==> src/rtl/poly_square_osc.sv <==
// rtl/poly_square_osc.sv - NUM_CH counter-based square oscillators with a registered popcount mix
// Optional macro POLY_SQUARE_OSC_PHASE_SYNC_EN adds the phase_sync restart input.
module poly_square_osc #(
  parameter int NUM_CH = 4,
  parameter int CNT_W  = 28,
  parameter int MIX_W  = 3
) (
  input  logic                    clk,
  input  logic                    rst_n,
`ifdef POLY_SQUARE_OSC_PHASE_SYNC_EN
  input  logic                    phase_sync,
`endif
  input  logic [NUM_CH-1:0]       ch_en,
  input  logic [NUM_CH*CNT_W-1:0] half_period,
  output logic [NUM_CH-1:0]       wave,
  output logic [NUM_CH-1:0]       toggle_pulse,
  output logic [MIX_W-1:0]        mix_out
);

  if ((2 ** MIX_W) <= NUM_CH) begin : g_mix_w_check
    $error("MIX_W too narrow for NUM_CH");
  end

  logic restart;
`ifdef POLY_SQUARE_OSC_PHASE_SYNC_EN
  assign restart = phase_sync;
`else
  assign restart = 1'b0;
`endif

  for (genvar ch = 0; ch < NUM_CH; ch++) begin : g_ch
    logic [CNT_W-1:0] cnt;
    logic [CNT_W-1:0] hp;
    logic [CNT_W-1:0] hp_in;
    logic [CNT_W-1:0] last;
    logic             wave_q;
    logic             pulse_q;
    logic             at_end;

    assign hp_in = half_period[ch*CNT_W +: CNT_W];
    // A half-period of 0 acts as 1, so the terminal count is 0 in both cases.
    assign last   = (hp == '0) ? '0 : hp - CNT_W'(1);
    assign at_end = (cnt >= last);

    // The shadow hp reloads only at a toggle (or while idle), so a new
    // half-period never cuts the running half-wave short.
    always_ff @(posedge clk or negedge rst_n) begin
      if (!rst_n) begin
        cnt     <= '0;
        hp      <= '0;
        wave_q  <= 1'b0;
        pulse_q <= 1'b0;
      end else if (restart || !ch_en[ch]) begin
        cnt     <= '0;
        hp      <= hp_in;
        wave_q  <= 1'b0;
        pulse_q <= 1'b0;
      end else if (at_end) begin
        cnt     <= '0;
        hp      <= hp_in;
        wave_q  <= ~wave_q;
        pulse_q <= 1'b1;
      end else begin
        cnt     <= cnt + CNT_W'(1);
        pulse_q <= 1'b0;
      end
    end

    assign wave[ch]         = wave_q;
    assign toggle_pulse[ch] = pulse_q;
  end

  logic [MIX_W-1:0] pop;

  always_comb begin
    pop = '0;
    for (int i = 0; i < NUM_CH; i++) begin
      pop = pop + MIX_W'(wave[i]);
    end
  end

  always_ff @(posedge clk or negedge rst_n) begin
    if (!rst_n) begin
      mix_out <= '0;
    end else begin
      mix_out <= pop;
    end
  end

endmodule

==> config.mk <==
export PLATFORM = sky130hd
export DESIGN_NAME = poly_square_osc
export DESIGN_NICKNAME = d
export VERILOG_FILES = /design/src/rtl/poly_square_osc.sv
export SDC_FILE = /design/constraint.sdc
export NUM_CORES = 1
export LEC_CHECK = 0
export CAP_MARGIN = 20
export CORE_UTILIZATION = 45
export DETAILED_ROUTE_END_ITERATION = 7
export GPL_TIMING_DRIVEN = 0
export SLEW_MARGIN = 15
export SYNTH_ARGS = -nofsm -noshare
export SYNTH_HDL_FRONTEND = slang
export SYNTH_SLANG_ARGS = --single-unit
==> constraint.sdc <==
create_clock -name clk -period 6.2 [get_ports clk]
set_clock_uncertainty 0.2 [all_clocks]
set_input_delay 1.24 -clock clk [delete_from_list [all_inputs] [get_ports clk]]
set_output_delay 1.24 -clock clk [all_outputs]
set_load 0.01 [all_outputs]
=== After elaboration in Yosys (flattened, before gate mapping) ===
Cells that the tools add are included.

* Output and inout port bits: 11
* Bits of input ports: 118
* Word-level logic and storage cells: 80
* Bits in registers: 235

* Add/subtract/negate cells: 11
* Reduce and logical (&&, ||, !) cells: 4
* Bitwise operators: 4
* Muxes and demuxes: 36
* $lt $le $gt $ge: 4
* Eq/ne operators: 4

{| class="wikitable"
|+ Operators with widths
! cell !! count
|-
| 2-to-1 mux 28 bit || 20
|-
| adder 28 x 1 -> 28 bit, second input constant || 4
|-
| greater-or-equal comparator 28 bit || 4
|-
| zero test 28 bit || 4
|-
| subtractor 28 x 1 -> 28 bit, second input constant || 4
|-
| 2-to-1 mux 1 bit || 16
|-
| != test 2 x 1 -> 1 bit, second input constant || 4
|-
| inverter 1 bit || 4
|-
| adder 2 x 1 -> 3 bit || 1
|-
| adder 3 x 1 -> 3 bit || 1
|-
| adder 1 x 1 -> 2 bit || 1
|}

=== Depth between registers and ports, before layout ===
Gate-level depths: netlist of run 1.

* Depth in word-level cells: 5
* Depth in mapped cells: 18
* Mapped depth without buffers: 15

=== Worst setup path before layout of run 1 ===
No wires, ideal clock.

* Path kind: register to register
* Start point: register g_ch[0].hp[0]
* End point: register g_ch[0].hp[10]
* Setup time: 125 ps
* Arrival: 4,036 ps
* Path slack: 1,839 ps
* Data required time: 5,875 ps
* Period minus slack after synthesis: 4,361 ps
* Stages on the path, launching flop included: 16
* Path buffers: 2
* Cells stage by stage: dfrtp_1 or4_1 or3b_2 clkbuf_1 nor3_2 nand2_1 xnor2_1 nand2_1 ha_1 nand4_1 nor3_1 nand2_1 o41a_1 nand2_2 buf_2 mux2_2

* Word-level cells in the longest chain between the ends: 4
* Elaborated cells on any way between the ends: 5
* Classes of those cells: add/sub (1); order compare (1); eq/ne (1); mux (1); reduce/logical (1)

{| class="wikitable"
|+ RTL lines
! element !! line !! source
|-
| from (decl) || 33 || <nowiki>logic [CNT_W-1:0] hp;</nowiki>
|-
| from (signal assigned) || 55 || <nowiki>hp <= hp_in;</nowiki>
|-
| from (signal assigned) || 60 || <nowiki>hp <= hp_in;</nowiki>
|-
| subtractor 28 x 1 -> 28 bit or zero test 28 bit (tied branches) || 42 || <nowiki>assign last = (hp == '0) ? '0 : hp - CNT_W'(1);</nowiki>
|-
| 2-to-1 mux 28 bit * || 42 ||
|-
| greater-or-equal comparator 28 bit * || 43 || <nowiki>assign at_end = (cnt >= last);</nowiki>
|-
| != test 2 x 1 -> 1 bit (no source line) * || - ||
|}

Mark *: on every way between the ends. The rest lies on a longest branch, timed or not.
A chain may end at the register's enable or synchronous reset.

=== Final worst setup path of run 1 ===
* Start point: register g_ch[2].hp[6]
* End point: register g_ch[2].hp[13]

* Word-level cells in the longest chain between the ends: 4
* Elaborated cells on any way between the ends: 5
* Classes of those cells: add/sub (1); order compare (1); eq/ne (1); mux (1); reduce/logical (1)

{| class="wikitable"
|+ RTL lines
! element !! line
|-
| from (decl) || 33
|-
| from (signal assigned) || 55
|-
| from (signal assigned) || 60
|-
| subtractor 28 x 1 -> 28 bit or zero test 28 bit (tied branches) || 42
|-
| 2-to-1 mux 28 bit * || 42
|-
| greater-or-equal comparator 28 bit * || 43
|-
| != test 2 x 1 -> 1 bit (no source line) * || -
|}

Marks and branches as above.

==> summary.md, run 1 <==
| Metric | Value |
|---|---|
| Most used cell, CP | `nand2_1` |
| GRT Total Usage | `0.201` |
| Via count | `11400` |
| DRT iter0 DRCs | `445` |
| Ant diodes | `0` |
| Largest fanout on the critical path | `10` |
| Clk_lat worst skew | `0.55 ns` |
| Status | `completed` |
| Part of the Yosys area used for sequential elements | `0.395` |
| Reg2reg start | `g_ch[2].hp[6]` |
| Met1 usage | `0.295` |
| Root Driver | `clkbuf_16` |
| Yosys cell types | `53` |
| Slew @ Worst Pin | `0.978 ns` |
| Synthesized flop and latch total | `235` |
| Detailed Routing Iterations Pass 1 | `5` |
| Crit path cell chain | `nor4_1 > nand4_1 > nor4_1 > xor2_1 > nand2_1 > ha_1 > nand4_1 > nor3_1 > nand2_1 > o41a_1 > nand2_1 > buf_2 > mux2_2` |
| Synth Area per Inst | `9.58 µm²` |
| WL/cell | `15.2 µm` |
| Largest net degree at the start of global routing | `96` |
| Syn-to-layout area delta | `18.9%` |
| Worst hold path class | `reg2reg` |
| First-pass GRT wire length | `55.4 mm` |
| Fmax achieved | `195 MHz` |
| Most frequent cells in the layout | `235 x dfrtp_1, 209 x nand2_1, 163 x nor2_1, 127 x clkdlybuf4s50_1, 126 x ha_1` |
| FF-to-FF path depth | `13` |
| Pwr Total | `0.00383 W` |
| Initial antenna violation count | `0` |
| Share of synthesized registers carrying an async set or reset | `1.00` |
| Post-CTS Setup Inserts | `0` |
| Setup ws final | `1.08 ns` |
| Non-Filler Instances | `2175` |
| Total die area | `0.0338 mm²` |
| Synthesized area | `0.0149 mm²` |
| Total core area | `0.0325 mm²` |
| Setup Viol. Count Final | `0` |
| Final wirelength | `33.1 mm` |
| CTS resizes | `0` |
| Grt ovf | `0` |
| CTS tree | `done` |
| DPL Wire Length | `25.5 mm` |
| Synth warn | `0` |
| Worst Setup Path Type | `reg2reg` |
| Critical Path RT | `6.43 ns` |
| Hold path start | `g_ch[2].cnt[0]` |
| Pins Over Slew Limit | `0` |
| Vias in the first global route | `11000` |
| P per Cell Area | `217 mW/mm²` |
| Commonest non-fill, non-tap cell in the layout | `dfrtp_1` |
| Share of layout cells above drive strength 1 | `0.117` |
| Hold Path Sink | `g_ch[2].cnt[0]` |
| Worst vdd ir | `0.243 mV` |
| CTS sink count | `235` |
| Mapped Nets | `1797` |
| M2 GR Usage | `0.314` |
| Fin crit period | `5.12 ns` |
| Final period utilization | `0.826` |
| Max stage delay on crit path | `0.86 ns` |
| Residual DRC | `0` |
| CTS H-Tree Depth | `1` |
| Worst slack, placed | `1.09 ns` |
| Clk slew on worst S/H paths | `0.06 ns` |
| Antenna-violating nets left | `0` |
| LEAKAGE | `7.93 nW` |
| Die width | `184 µm` |
| Dominant synthesized flop cell | `dfrtp_1` |
| Via/cell ratio | `5.23` |
| Met3 GRT Util | `0.0261` |
| Io pins | `129` |
| GPL Wtd Cong | `0.835` |
| Crit path arrival time | `5.35 ns` |
| RR Endpoint | `g_ch[2].hp[13]` |
| Final hold viol count | `0` |
| Startpoint types | `flip-flop` |
| Slew margin rel. | `0.342` |
| Placed Cells | `2124` |
| Max-cap check violation count | `0` |
| Slowest-stage cell, CP | `nor4_1` |
| Port buffer count | `128` |
| RSZ-0062 raised after global routing | `false` |
| Placement row count | `66` |
| Die H | `184 µm` |
| Cts hold-fix bufs | `0` |
| Initial Util | `0.457` |
| Bufs on Longest Clock Path | `3` |
| Final #Nets | `1957` |
| Most Crowded Layer GR | `met2` |
| Gate Count Post-Synth | `1552` |
| Min-Delay Path Depth | `1` |
| Reg2Reg Setup Slack | `1.08 ns` |
| Total CTS buffers | `28` |
| Crit end category | `flip-flop` |
| Number of synthesized flops with an enable pin | `0` |
-- layout make-up --
cell class	instances	area, µm²
clock buffers	41	811
fillers	2972	14900
inverters	30	113
flip-flops and latches	235	5880
clock inverters	10	105
repair buffers	130	1340
well taps	442	553
plain buffers	46	240
multi-input cells	1241	8640
-- stage by stage --
stage / setup TNS (ns) / cell area (µm²) / util / hold slack [ns]
2_1_floorplan: 0 / 14900 / - / 0.267
3_3_place_gp: -1564.26 / 16700 / 0.513 / 0.313
3_5_place_dp: 0 / 16800 / 0.515 / 0.319
4_1_cts: 0 / 17700 / 0.543 / 0.328
5_1_grt: 0 / 17700 / 0.543 / 0.356
6_report: 0 / 17700 / 0.543 / 0.329
-- Yosys cell counts, types with 12 or more instances --
| cell | n | area [µm²] |
|---|---|---|
| mux2_2 | 106 | 1190 |
| nor4_1 | 31 | 194 |
| clkbuf_1 | 12 | 45.0 |
| nor2_1 | 163 | 612 |
| o21ai_0 | 47 | 235 |
| and3_1 | 24 | 150 |
| nand3_1 | 42 | 210 |
| nand2b_1 | 14 | 87.6 |
| dfrtp_1 | 235 | 5880 |
| and2_1 | 33 | 206 |
| nor3_1 | 41 | 205 |
| buf_2 | 24 | 120 |
| or3_1 | 15 | 93.8 |
| ha_1 | 126 | 1580 |
| xnor2_1 | 87 | 762 |
| inv_1 | 30 | 113 |
| a21oi_1 | 47 | 235 |
| xor2_1 | 105 | 920 |
| nand2_1 | 209 | 785 |
| nand4_1 | 36 | 225 |
-- flip-flops by register name, indices dropped and copies added, names as in the netlist --
register,count
g_ch.wave_q,4
g_ch.pulse_q,4
g_ch.cnt,112
g_ch.hp,112
mix_out,3
-- layer usage --
layer  share of wire  vias up  routed length [µm]
met5               0        -                   0
met4           0.016        0                 538
met3           0.036       41                1200
met2            0.44      162               14700
met1            0.50     5432               16700
li1                -     5740                   -
-- worst max-delay path by stage --
stage | from | to | slack (ns) | cells after the start
final | g_ch[2].hp[6] | g_ch[2].hp[13] | 1.08 | 13
after global routing | g_ch[2].hp[3] | g_ch[2].hp[12] | 0.63 | 15
after CTS | g_ch[2].hp[4] | g_ch[2].hp[13] | 1.03 | 15
after detailed placement | g_ch[2].hp[4] | g_ch[2].hp[9] | 1.09 | 15
after global placement | rst_n | g_ch[3].hp[23] | -6.68 | 1
after floorplan | g_ch[0].hp[0] | g_ch[0].hp[10] | 1.84 | 15
-- where the power goes --
| group | total, W | internal [W] | switching, W |
|---|---|---|---|
| clock | 0.00163 | 0.000983 | 0.000643 |
| sequential | 0.00172 | 0.00161 | 0.000103 |
| combinational | 0.000490 | 0.000261 | 0.000230 |
-- critical path, delay by kind of cell, from the launching register on --
family / cells / cell delay (ns)
simple gates: 8 / 2.68
compound gates: 1 / 0.50
fa+ha+maj: 1 / 0.29
xor+xnor: 1 / 0.19
mux: 1 / 0.37
buf+inv: 1 / 0.33
flops: 1 / 0.43
-- cells by family (layout without fill, tap and decap cells) --
group | count (synthesis) | after routing | share of synthesized area
AO/OA/AOI/OAI | 143 | 143 | 0.0574
XOR/XNOR | 192 | 192 | 0.113
flip-flops | 235 | 235 | 0.395
adder cells (fa/ha/maj) | 127 | 127 | 0.107
buffers and inverters | 76 | 257 | 0.0237
AND/OR/NAND/NOR | 667 | 667 | 0.219
multiplexers | 112 | 112 | 0.0843
(Power assumes the default switching activity.)
==> inputs of run 2 (changes only) <==
==> constraint.sdc (replaced) <==
create_clock -name clk -period 4.8 [get_ports clk]
set_clock_uncertainty 0.2 [all_clocks]
set_input_delay 0.96 -clock clk [delete_from_list [all_inputs] [get_ports clk]]
set_output_delay 0.96 -clock clk [all_outputs]
set_load 0.01 [all_outputs]
==> summary.md, run 2 (synthesis results as in run 1) <==
| Metric | Value |
|---|---|
| Syn-to-layout area delta | `20.8%` |
| Die width | `184 µm (unchanged)` |
| Slew @ Worst Pin | `0.947 ns (-0.0313 ns)` |
| Io pins | `129 (unchanged)` |
| Fin crit period | `4.61 ns (-0.513 ns)` |
| Clk slew on worst S/H paths | `0.06 ns (about the same)` |
| Worst slack, placed | `-0.313 ns (-1.40 ns)` |
| Antenna-violating nets left | `0 (unchanged)` |
| Detailed Routing Iterations Pass 1 | `4 (-1)` |
| Pins Over Slew Limit | `0 (unchanged)` |
| P per Cell Area | `277 mW/mm² (+28%)` |
| Total core area | `0.0325 mm² (unchanged)` |
| DRT iter0 DRCs | `483 (+8.5%)` |
| Critical Path RT | `5.03 ns (-1.40 ns)` |
| DPL Wire Length | `25.5 mm (unchanged)` |
| Worst hold path class | `in2async` |
| Largest net degree at the start of global routing | `96 (unchanged)` |
| Vias in the first global route | `11100 (+0.66%)` |
| CTS tree | `done` |
| Residual DRC | `0 (unchanged)` |
| Max-cap check violation count | `0 (unchanged)` |
| Min Hold Slack | `0.258 ns (-0.0714 ns)` |
| Worst vdd ir | `0.314 mV (+29%)` |
| Clock group share of total power | `0.422 (-0.002)` |
| CTS H-Tree Depth | `1 (unchanged)` |
| LEAKAGE | `8.05 nW (+1.4%)` |
| Total CTS buffers | `28 (unchanged)` |
| Placed Area | `0.0168 mm² (unchanged)` |
| Initial Util | `0.457 (unchanged)` |
| GPL Wtd Cong | `0.835 (unchanged)` |
| CTS sink count | `235 (unchanged)` |
| Initial antenna violation count | `0 (unchanged)` |
| Top flop regs | `g_ch.cnt x112, g_ch.hp x112` |
| Non-Filler Instances | `2184 (+0.41%)` |
| Die H | `184 µm (unchanged)` |
| Fmax achieved | `217 MHz (+11%)` |
| P_int | `0.00370 W (+29%)` |
| Grt ovf | `0 (unchanged)` |
| Final #Nets | `1966 (+0.46%)` |
| Ant diodes | `0 (unchanged)` |
| Via count | `11500 (+1.0%)` |
| Status | `completed` |
| Switching fraction of total power | `0.256 (+0.00162)` |
| Reg power frac | `0.448 (about the same)` |
| Port buffer count | `128 (unchanged)` |
| Setup Viol. Count Final | `0 (unchanged)` |
| Most frequent cells in the layout | `235 x dfrtp_1, 207 x nand2_1, 163 x nor2_1, 127 x clkdlybuf4s50_1, 126 x ha_1` |
| Root Driver | `clkbuf_16` |
| Total die area | `0.0338 mm² (unchanged)` |
| Commonest non-fill, non-tap cell in the layout | `dfrtp_1` |
| Final core occ | `0.552 (+0.00873)` |
| Via/cell ratio | `5.26 (+0.59%)` |
| Switching pwr | `0.00127 W (+31%)` |
| Final period utilization | `0.961 (+0.134)` |
| Design area | `0.0180 mm² (+1.6%)` |
| Worst Setup Path Type | `reg2reg` |
| Slew margin rel. | `0.364 (+0.0220)` |
| Startpoint types | `flip-flop` |
| Combinational share of power | `0.130 (+0.002)` |
| Largest fanout on the critical path | `10 (unchanged)` |
| WL/cell | `15.3 µm (+0.32%)` |
| Crit path arrival time | `4.84 ns (-0.51 ns)` |
| Setup ws final | `0.188 ns (-0.887 ns)` |
| Final hold viol count | `0 (unchanged)` |
| GRT Total Usage | `0.202 (+0.000879)` |
| Bufs on Longest Clock Path | `3 (unchanged)` |
| Final wirelength | `33.4 mm (+0.73%)` |
| Share of layout cells above drive strength 1 | `0.136 (+0.0189)` |
| Placed Cells | `2124 (unchanged)` |
| Placement row count | `66 (unchanged)` |
| First-pass GRT wire length | `55.7 mm (+0.46%)` |
| Clk_lat worst skew | `0.55 ns (about the same)` |
| Crit end category | `flip-flop` |
run 2: cell types whose count changed in the layout (fill, tap and decap cells not counted), sizes merged:
cell	previous run	this run
buf	37	40
clkbuf	53	59
run 2: final timing paths:
check / depth (start not counted) / startpoint / slack, ns / end
hold / removal: 1 / rst_n / 0.26 / g_ch[2].hp[3]
setup / recovery: 15 / g_ch[0].hp[0] / 0.19 / g_ch[0].hp[23]
max in group asynchronous: 2 / rst_n / 3.28 / g_ch[3].hp[23]
min in group clk: 1 / g_ch[2].cnt[0] / 0.32 / g_ch[2].cnt[0]
setup reg to reg: 15 / g_ch[0].hp[0] / 0.19 / g_ch[0].hp[23]
hold reg to reg: 1 / g_ch[2].cnt[0] / 0.32 / g_ch[2].cnt[0]
run 2: layer usage:
layer	GRT usage	vias to the layer above	wire, µm	share of wire
met1	0.295	5510	16600	0.50
li1	-	5763	-	-
met2	0.317	178	15000	0.45
met3	0.0261	39	1240	0.037
met5	0	-	0	0
met4	0.0417	0	517	0.015
run 2: power groups by stage:
stage                     logic (W)  registers, W  clock network (W)
after floorplan            0.000404       0.00221                  0
after global placement     0.000620       0.00225                  0
after detailed placement   0.000641       0.00225                  0
after CTS                  0.000650       0.00222            0.00217
after global routing       0.000734       0.00225            0.00226
final                      0.000649       0.00223            0.00210
run 2: area by class of cell:
class | count | area, µm²
Multi-Input combinational cell | 1241 | 8820
Buffer | 46 | 274
Clock inverter | 10 | 105
Sequential cell | 235 | 5880
Tap cell | 442 | 553
Clock buffer | 41 | 811
Fill cell | 2949 | 14600
Timing Repair Buffer | 139 | 1410
Inverter | 30 | 113
run 2: worst max-delay path, cell delays in order (launching register included):
cell	delay, ns
dfrtp_1	0.41
or4_1	0.61
or3b_2	0.47
clkbuf_1	0.20
nor3_4	0.31
nand2_1	0.10
xnor2_1	0.20
nand2_1	0.08
ha_1	0.30
nand4_1	0.15
nor3_2	0.23
nand2_1	0.13
o41a_1	0.40
nand2_4	0.14
buf_4	0.21
mux2_2	0.35
run 2: what timing repair did:
item,CTS,global route
buffers inserted,3,6
resized for setup,14,38
pin swaps,2,8
setup endpoints to repair,152,207
hold buffers,0,0
run 2: through the flow:
| stage | power, W | TNS, ns |
|---|---|---|
| after floorplan | 0.00262 | 0 |
| final | 0.00497 | 0 |
| after CTS | 0.00504 | 0 |
| after detailed placement | 0.00289 | -23.00 |
| after global routing | 0.00524 | -0.00563 |
| after global placement | 0.00287 | -1845.47 |
